==> src/rtl/uart_pkg.sv <==
// Shared definitions for the parametrised UART transmitter.
//   - parity mode encodings seen on the parity_mode input
//   - transmitter FSM state encoding
//   - clamp limits for the data-width and stop-bit configuration
//   - helpers that turn raw configuration inputs into usable values
package uart_pkg;

  localparam int unsigned DATA_W_MIN = 5;
  localparam int unsigned MAX_STOP   = 3;

  localparam logic [2:0] PAR_NONE  = 3'd0;
  localparam logic [2:0] PAR_EVEN  = 3'd1;
  localparam logic [2:0] PAR_ODD   = 3'd2;
  localparam logic [2:0] PAR_MARK  = 3'd3;
  localparam logic [2:0] PAR_SPACE = 3'd4;

  typedef enum logic [2:0] {
    StIdle,
    StStart,
    StData,
    StParity,
    StStop
  } tx_state_e;

  // Clamp a requested data width into [DATA_W_MIN, max_w].
  function automatic logic [3:0] clamp_data_bits(logic [3:0] req, int unsigned max_w);
    logic [3:0] res;
    if (req < 4'(DATA_W_MIN)) begin
      res = 4'(DATA_W_MIN);
    end else if (req > 4'(max_w)) begin
      res = 4'(max_w);
    end else begin
      res = req;
    end
    return res;
  endfunction

  // A stop-bit count of 0 means 1; anything above MAX_STOP saturates.
  function automatic logic [1:0] clamp_stop_bits(logic [1:0] req);
    logic [1:0] res;
    if (req == 2'd0) begin
      res = 2'd1;
    end else if (req > 2'(MAX_STOP)) begin
      res = 2'(MAX_STOP);
    end else begin
      res = req;
    end
    return res;
  endfunction

endpackage

==> src/rtl/uart_tx_fifo.sv <==
// Synchronous TX FIFO, Width bits x Depth entries (Depth a power of 2, >= 2).
// Ports:
//   clk, rst_n   clock, asynchronous active-low reset (empties the FIFO)
//   push_i       write request; ignored while full
//   wdata_i      word to write
//   pop_i        read request; ignored while empty
//   rdata_o      head-of-FIFO word (valid while !empty_o)
//   full_o       level == Depth
//   empty_o      level == 0
//   level_o      current occupancy
module uart_tx_fifo #(
  parameter int unsigned Width = 9,
  parameter int unsigned Depth = 4,
  parameter int unsigned LvlW  = $clog2(Depth) + 1
) (
  input  logic             clk,
  input  logic             rst_n,
  input  logic             push_i,
  input  logic [Width-1:0] wdata_i,
  input  logic             pop_i,
  output logic [Width-1:0] rdata_o,
  output logic             full_o,
  output logic             empty_o,
  output logic [LvlW-1:0]  level_o
);

  localparam int unsigned PtrW = $clog2(Depth);

  logic [Width-1:0] mem_q [Depth];
  logic [PtrW-1:0]  wptr_q, rptr_q;
  logic [LvlW-1:0]  level_q;
  logic             push_ok, pop_ok;

  assign full_o  = (level_q == LvlW'(Depth));
  assign empty_o = (level_q == '0);
  // Fullness is judged before any same-cycle pop, so a write at full is dropped.
  assign push_ok = push_i & ~full_o;
  assign pop_ok  = pop_i & ~empty_o;
  assign rdata_o = mem_q[rptr_q];
  assign level_o = level_q;

  always_ff @(posedge clk) begin
    if (push_ok) begin
      mem_q[wptr_q] <= wdata_i;
    end
  end

  // Pointers wrap naturally because Depth is a power of 2.
  always_ff @(posedge clk or negedge rst_n) begin
    if (!rst_n) begin
      wptr_q  <= '0;
      rptr_q  <= '0;
      level_q <= '0;
    end else begin
      if (push_ok) begin
        wptr_q <= wptr_q + PtrW'(1);
      end
      if (pop_ok) begin
        rptr_q <= rptr_q + PtrW'(1);
      end
      case ({push_ok, pop_ok})
        2'b10:   level_q <= level_q + LvlW'(1);
        2'b01:   level_q <= level_q - LvlW'(1);
        default: level_q <= level_q;
      endcase
    end
  end

endmodule

==> src/rtl/uart_tx_param.sv <==
// Parametrised UART transmitter with input FIFO.
// Frame: start(0), 5..DATA_W_MAX data bits (LSB or MSB first), optional parity,
// 1..3 stop bits(1). Each bit lasts max(divisor,1) clk cycles. Frames are sent
// back-to-back while the FIFO holds data. Configuration is latched per word at pop.
// Ports:
//   clk, rst_n        clock, asynchronous active-low reset
//   tx_wr_ev          push strobe for tx_dat
//   tx_dat            data word (bits above data_bits ignored)
//   divisor           clk cycles per bit (0 treated as 1)
//   data_bits         data bits per frame (clamped to 5..DATA_W_MAX)
//   parity_mode       0 none, 1 even, 2 odd, 3 mark, 4 space, else none
//   stop_bit_num      stop bits (0 treated as 1)
//   trans_bit_order   0 LSB first, 1 MSB first
//   tx_dat_ser        registered serial line
//   tx_done_ev        pulse after the last stop bit of each frame
//   tx_ready          FIFO not full
//   tx_busy           frame in progress
//   tx_ovf_ev         pulse when a write hit a full FIFO
//   fifo_level        FIFO occupancy
module uart_tx_param
  import uart_pkg::*;
#(
  parameter int unsigned DATA_W_MAX = 9,
  parameter int unsigned DIV_W      = 16,
  parameter int unsigned FIFO_DEPTH = 4,
  parameter int unsigned LVL_W      = $clog2(FIFO_DEPTH) + 1
) (
  input  logic                  clk,
  input  logic                  rst_n,
  input  logic                  tx_wr_ev,
  input  logic [DATA_W_MAX-1:0] tx_dat,
  input  logic [DIV_W-1:0]      divisor,
  input  logic [3:0]            data_bits,
  input  logic [2:0]            parity_mode,
  input  logic [1:0]            stop_bit_num,
  input  logic                  trans_bit_order,
  output logic                  tx_dat_ser,
  output logic                  tx_done_ev,
  output logic                  tx_ready,
  output logic                  tx_busy,
  output logic                  tx_ovf_ev,
  output logic [LVL_W-1:0]      fifo_level
);

  localparam int unsigned IDX_W = $clog2(DATA_W_MAX);

  // FIFO
  logic                  fifo_pop;
  logic                  fifo_full, fifo_empty;
  logic [DATA_W_MAX-1:0] fifo_rdata;

  uart_tx_fifo #(
    .Width (DATA_W_MAX),
    .Depth (FIFO_DEPTH),
    .LvlW  (LVL_W)
  ) u_fifo (
    .clk     (clk),
    .rst_n   (rst_n),
    .push_i  (tx_wr_ev),
    .wdata_i (tx_dat),
    .pop_i   (fifo_pop),
    .rdata_o (fifo_rdata),
    .full_o  (fifo_full),
    .empty_o (fifo_empty),
    .level_o (fifo_level)
  );

  assign tx_ready = ~fifo_full;

  // Configuration as it would be latched by a pop this cycle
  logic [3:0]            cfg_nbits;
  logic [1:0]            cfg_nstop;
  logic [DIV_W-1:0]      cfg_div;
  logic                  cfg_par_en;
  logic                  cfg_par_bit;
  logic [DATA_W_MAX-1:0] load_word;
  logic [IDX_W-1:0]      src_idx;

  assign cfg_nbits = clamp_data_bits(data_bits, DATA_W_MAX);
  assign cfg_nstop = clamp_stop_bits(stop_bit_num);
  assign cfg_div   = (divisor == '0) ? DIV_W'(1) : divisor;

  // The shifter always sends bit 0 first; MSB-first frames are reversed at load
  // time. Bits above the frame width are zeroed so parity sees only real data.
  always_comb begin
    load_word = '0;
    src_idx   = '0;
    for (int i = 0; i < int'(DATA_W_MAX); i++) begin
      if (i < int'(cfg_nbits)) begin
        src_idx      = trans_bit_order ? IDX_W'(int'(cfg_nbits) - 1 - i) : IDX_W'(i);
        load_word[i] = fifo_rdata[src_idx];
      end
    end
  end

  always_comb begin
    cfg_par_en  = 1'b1;
    cfg_par_bit = 1'b0;
    case (parity_mode)
      PAR_EVEN:  cfg_par_bit = ^load_word;
      PAR_ODD:   cfg_par_bit = ~(^load_word);
      PAR_MARK:  cfg_par_bit = 1'b1;
      PAR_SPACE: cfg_par_bit = 1'b0;
      default:   cfg_par_en  = 1'b0;
    endcase
  end

  // Transmit datapath and FSM state
  tx_state_e             state_q;
  logic [DIV_W-1:0]      baud_cnt_q;
  logic [3:0]            bit_cnt_q;
  logic [1:0]            stop_cnt_q;
  logic [DATA_W_MAX-1:0] shift_q;
  logic [3:0]            nbits_q;
  logic [1:0]            nstop_q;
  logic [DIV_W-1:0]      div_q;
  logic                  par_en_q;
  logic                  par_bit_q;
  logic                  tx_q;
  logic                  busy_q;
  logic                  done_q;
  logic                  ovf_q;

  logic [DIV_W-1:0] div_last;
  logic             baud_end;
  logic             bit_last;
  logic             stop_last;

  assign div_last  = div_q - DIV_W'(1);
  assign baud_end  = (baud_cnt_q == div_last);
  assign bit_last  = (bit_cnt_q == nbits_q - 4'd1);
  assign stop_last = (stop_cnt_q == nstop_q - 2'd1);

  // Pop when idle, or at the very end of a frame so the next start bit follows
  // the last stop bit with no idle cycle.
  always_comb begin
    fifo_pop = 1'b0;
    if (!fifo_empty) begin
      if (state_q == StIdle) begin
        fifo_pop = 1'b1;
      end else if ((state_q == StStop) && baud_end && stop_last) begin
        fifo_pop = 1'b1;
      end
    end
  end

  always_ff @(posedge clk or negedge rst_n) begin
    if (!rst_n) begin
      state_q    <= StIdle;
      baud_cnt_q <= '0;
      bit_cnt_q  <= '0;
      stop_cnt_q <= '0;
      shift_q    <= '0;
      nbits_q    <= 4'(DATA_W_MIN);
      nstop_q    <= 2'd1;
      div_q      <= DIV_W'(1);
      par_en_q   <= 1'b0;
      par_bit_q  <= 1'b0;
      tx_q       <= 1'b1;
      busy_q     <= 1'b0;
      done_q     <= 1'b0;
    end else begin
      done_q <= 1'b0;

      if (fifo_pop) begin
        shift_q   <= load_word;
        nbits_q   <= cfg_nbits;
        nstop_q   <= cfg_nstop;
        div_q     <= cfg_div;
        par_en_q  <= cfg_par_en;
        par_bit_q <= cfg_par_bit;
      end

      unique case (state_q)
        StIdle: begin
          baud_cnt_q <= '0;
          if (fifo_pop) begin
            tx_q    <= 1'b0;
            busy_q  <= 1'b1;
            state_q <= StStart;
          end
        end

        StStart: begin
          if (baud_end) begin
            baud_cnt_q <= '0;
            bit_cnt_q  <= '0;
            tx_q       <= shift_q[0];
            shift_q    <= {1'b0, shift_q[DATA_W_MAX-1:1]};
            state_q    <= StData;
          end else begin
            baud_cnt_q <= baud_cnt_q + DIV_W'(1);
          end
        end

        StData: begin
          if (baud_end) begin
            baud_cnt_q <= '0;
            if (bit_last) begin
              if (par_en_q) begin
                tx_q    <= par_bit_q;
                state_q <= StParity;
              end else begin
                tx_q       <= 1'b1;
                stop_cnt_q <= '0;
                state_q    <= StStop;
              end
            end else begin
              bit_cnt_q <= bit_cnt_q + 4'd1;
              tx_q      <= shift_q[0];
              shift_q   <= {1'b0, shift_q[DATA_W_MAX-1:1]};
            end
          end else begin
            baud_cnt_q <= baud_cnt_q + DIV_W'(1);
          end
        end

        StParity: begin
          if (baud_end) begin
            baud_cnt_q <= '0;
            tx_q       <= 1'b1;
            stop_cnt_q <= '0;
            state_q    <= StStop;
          end else begin
            baud_cnt_q <= baud_cnt_q + DIV_W'(1);
          end
        end

        StStop: begin
          if (baud_end) begin
            baud_cnt_q <= '0;
            if (stop_last) begin
              done_q <= 1'b1;
              if (fifo_pop) begin
                tx_q    <= 1'b0;
                state_q <= StStart;
              end else begin
                busy_q  <= 1'b0;
                state_q <= StIdle;
              end
            end else begin
              stop_cnt_q <= stop_cnt_q + 2'd1;
            end
          end else begin
            baud_cnt_q <= baud_cnt_q + DIV_W'(1);
          end
        end

        default: begin
          tx_q    <= 1'b1;
          busy_q  <= 1'b0;
          state_q <= StIdle;
        end
      endcase
    end
  end

  always_ff @(posedge clk or negedge rst_n) begin
    if (!rst_n) begin
      ovf_q <= 1'b0;
    end else begin
      ovf_q <= tx_wr_ev & fifo_full;
    end
  end

  assign tx_dat_ser = tx_q;
  assign tx_done_ev = done_q;
  assign tx_busy    = busy_q;
  assign tx_ovf_ev  = ovf_q;

endmodule

==> config.mk <==
export PLATFORM = sky130hd
export DESIGN_NAME = uart_tx_param
export DESIGN_NICKNAME = d
export VERILOG_FILES = /design/src/rtl/uart_pkg.sv /design/src/rtl/uart_tx_fifo.sv /design/src/rtl/uart_tx_param.sv
export SDC_FILE = /design/constraint.sdc
export NUM_CORES = 1
export LEC_CHECK = 0
export CELL_PAD_IN_SITES_DETAIL_PLACEMENT = 0
export CELL_PAD_IN_SITES_GLOBAL_PLACEMENT = 1
export CORE_MARGIN = 2
export CORE_UTILIZATION = 35
export CTS_BUF_LIST = sky130_fd_sc_hd__clkbuf_16
export DETAILED_ROUTE_END_ITERATION = 8
export PLACE_DENSITY_LB_ADDON = 0.25
export SYNTH_ARGS = -nofsm -noshare
export SYNTH_HDL_FRONTEND = slang
export SYNTH_HIERARCHICAL = 1
export SYNTH_SLANG_ARGS = --single-unit
==> constraint.sdc <==
create_clock -name clk -period 5.4 [get_ports clk]
set_input_delay 1.62 -clock clk [delete_from_list [all_inputs] [get_ports clk]]
set_output_delay 1.62 -clock clk [all_outputs]
set_load 0.02 [all_outputs]
==> impl_metrics.csv <==
group,metric,value,unit
place,place_congestion,0.869,
cts,insertion_delay,0.36,ns
global_route,groute.usage.overall,16.6,%
finish,antenna_cells,0,
pwr,leakagePower,3.01,nW
critical_path,cp_slowest_cell,"clkdlybuf4s50_1",
pwr,power,3.38,mW
critical_path,cp-startpoint,"data_bits[2]",
yosys,synth_nets,726,
job,cap_viol_max_count,0,
global_route,grt_pass1_vias,5172,
yosys,yosys.area.top_type,"dfrtp_1",
global_route,grt_pass1_wl,26.2,mm
finish,final_nets,784,
timing,slew_headroom,31.4,%
yosys,synth-edff-count,36,
route,first_pass_iters,5,
cts,clk_path_buf_depth,2,
timing,period_share,94.7,%
place,hpwl,11.6,mm
yosys,synthDominantCellAreaShare,24.8,%
cts,cts_tree,"yes",
yosys,ys_types,82,
pwr,p_per_area,443,nW/um^2
critical_path,required,5.64,ns
place,pre_cts_slack,-0.100,ns
route,drt_wl_total,15.5,mm
timing,setup_tns,0,ns
cts,clock-root-buffer,"clkbuf_16",
critical_path,r2r-start,"div_q[3]",
critical_path,arrival,5.36,ns
cts,ctsHoldBuffers,0,
critical_path,r2r_end,"u_fifo/level_o[2]",
floorplan,pin_count,46,
yosys,async_flop_share,65.7,%
floorplan,coreArea,18000,um^2
hold_path,holdCritPathClass,"reg2reg",
run_status,status,"finished clean",
floorplan,die_h,140,um
route,ant_nets,0,
route,num_vias,5218,
timing,hold_viol_final,0,
route,drc,0,
route,wl_per_cell,16.1,um
place,placed_cells,951,
yosys,synth_most_common_cell,"nand2_1",
critical_path,end_kind,"flip-flop",
timing,period_minus_slack,5.11,ns
yosys,synth-main-ff-cell,"dfrtp_1",
finish,layoutNonFillerInstCount,967,
floorplan,row_count,49,
global_route,overflow,0,
cts,cts_buffers,9,
critical_path,worst_path_largest_cell_delay,0.55,ns
cts,cts_resized,0,
yosys,synth.area.top_cells,"dfrtp_1, edfxtp_1, nand2_1",
critical_path,rr_worst_depth,15,
timing,finalClockSkew,0.0108,ns
critical_path,crit_chain,"clkdlybuf4s50_1 -> and4bb_4 -> or2_4 -> ha_1 -> buf_4 -> and2_1 -> a31oi_1 -> and2_1 -> o32ai_1 -> a31oi_1 -> xor2_1 -> xnor3_1 -> xnor3_1 -> mux2i_1 -> o31ai_2",
floorplan,die_area,19600,um^2
cts,cts_sinks,105,
finish,area_growth_syn_to_layout,18.0,%
floorplan,chipWidth,140,um
timing,rsz0062_at_grt,"false",
timing,final-setup-viol-count,0,
yosys,syn_avg_cell_area,9.58,um^2
global_route,antenna_found_initial,0,
critical_path,reg2reg_slack,1.68,ns
floorplan,start_util,35.9,%
critical_path,cp_num_cells,15,
yosys,ys_seq_elements,105,
place,place_area,7310,um^2
finish,drive_gt1_share,13.4,%
cts,cts_max_level,3,
cts,cts.clk_slew.worst_paths,0.08,ns
cts,cts_setup_buffers,0,
yosys,synth_common_cells,"nand2_1, dfrtp_1, o21ai_0",
yosys,synthCells,675,
yosys,netlist_area,6470,um^2
route,post_drt_via_cell_ratio,5.40,
critical_path,worst-setup-path-type,"in2reg",
route,drt_iter0_drc,373,
timing,drv_slew,0,
finish,num-fill-cells,1799,
yosys,ys_warn_count,6,
critical_path,crit_end,"par_bit_q",
critical_path,crit_family,"simple AND/OR/NAND/NOR gates",
critical_path,cp.buffers_inverters,2,
pwr,vdd_drop_max,0.252,mV
timing,worst_pin_slew,1.03,ns
place,portBuffers,45,
global_route,grt_max_degree,37,
timing,max_freq,196,MHz
finish,design_area,7630,um^2
critical_path,crit_fanout,8,
timing,final.setup.worst_slack,0.285,ns
critical_path,startpoint_type,"input pin",
yosys,synth-seq-area-share,43.5,%
==> cell usage in the layout (no fill, tap or decap), drive strengths merged, types with 3 or more instances in the layout <==
cell           instances
a211oi                 3
a21oi                 31
a31oi                  6
and2                   8
and3                  11
buf                   38
clkbuf                 9
clkdlybuf4s50         44
dfrtp                 64
dfstp                  5
edfxtp                36
ha                    12
inv                   27
mux2                   7
mux2i                 20
mux4                  10
nand2                105
nand2b                 8
nand3                 19
nand3b                 7
nand4                  9
nor2                  43
nor2b                 15
nor3                  14
nor3b                  7
nor4                   6
o211ai                 5
o21a                   3
o21ai                 65
o22a                   3
o22ai                  4
o31a                   3
o31ai                  5
or2                    4
or3                    8
xnor2                 25
xor2                  15
==> sequential cells by signal, summed over array words and instances (netlist names), 3 cells and up <==
register        flops
u_fifo/mem_q       36
baud_cnt_q         16
div_q              16
shift_q             9
bit_cnt_q           4
nbits_q             4
state_q             3
u_fifo/level_o      3
==> metrics by stage <==
stage / util, % / hold slack [ns]
2_1_floorplan: - / 0.448
3_3_place_gp: 40.6 / 0.474
4_1_cts: 42.3 / 0.492
6_report: 42.3 / 0.488
5_1_grt: 42.3 / 0.528
3_5_place_dp: 40.6 / 0.473
==> worst min-delay path by stage <==
stage / start / to / slack [ns] / cells after the start
after floorplan: par_bit_q / par_bit_q / 0.45 / 2
after global placement: shift_q[1] / shift_q[0] / 0.47 / 2
after detailed placement: shift_q[1] / shift_q[0] / 0.47 / 2
after CTS: shift_q[1] / shift_q[0] / 0.49 / 2
after global routing: shift_q[5] / shift_q[4] / 0.53 / 1
final: shift_q[1] / shift_q[0] / 0.49 / 2
==> power by group <==
part	internal [mW]	total (mW)	switching, mW
registers	1.08	1.34	0.259
clock network	0.340	0.688	0.348
logic	0.672	1.35	0.681
==> metal layers <==
layer  global-route usage (%)  vias to the layer above  wire length (um)
li1                         -                     2545                 -
met3                     2.87                       20               670
met2                     27.8                      117              7590
met5                        0                        -                 0
met4                     5.05                        0               200
met1                     22.0                     2536              7090
==> tightest hold or removal path, cell delays in order, from the launching register on <==
cell	delay, ns
dfrtp_1	0.35
nand2_1	0.04
o21ai_0	0.06
==> cells by family after synthesis <==
family	count (synthesis)	share of synthesized area (%)
muxes	37	7.85
buffers and inverters	57	3.87
and+or+nand+nor	278	22.4
xor gates and xnor gates	42	6.23
adders and majority gates	13	2.63
DFF	105	43.5
AOI/OAI and AO/OA	143	13.5
==> final cells by class <==
type	count	area, um^2	area share [%]
clock buffer	9	225	2.95
tap	229	287	3.76
timing repair buffer	82	723	9.48
multi-input combinational	513	3400	44.6
sequential	105	2810	36.9
clock inverter	7	93.8	1.23
inverter	22	82.6	1.08
Note: power is estimated with default switching activity, not from simulation.
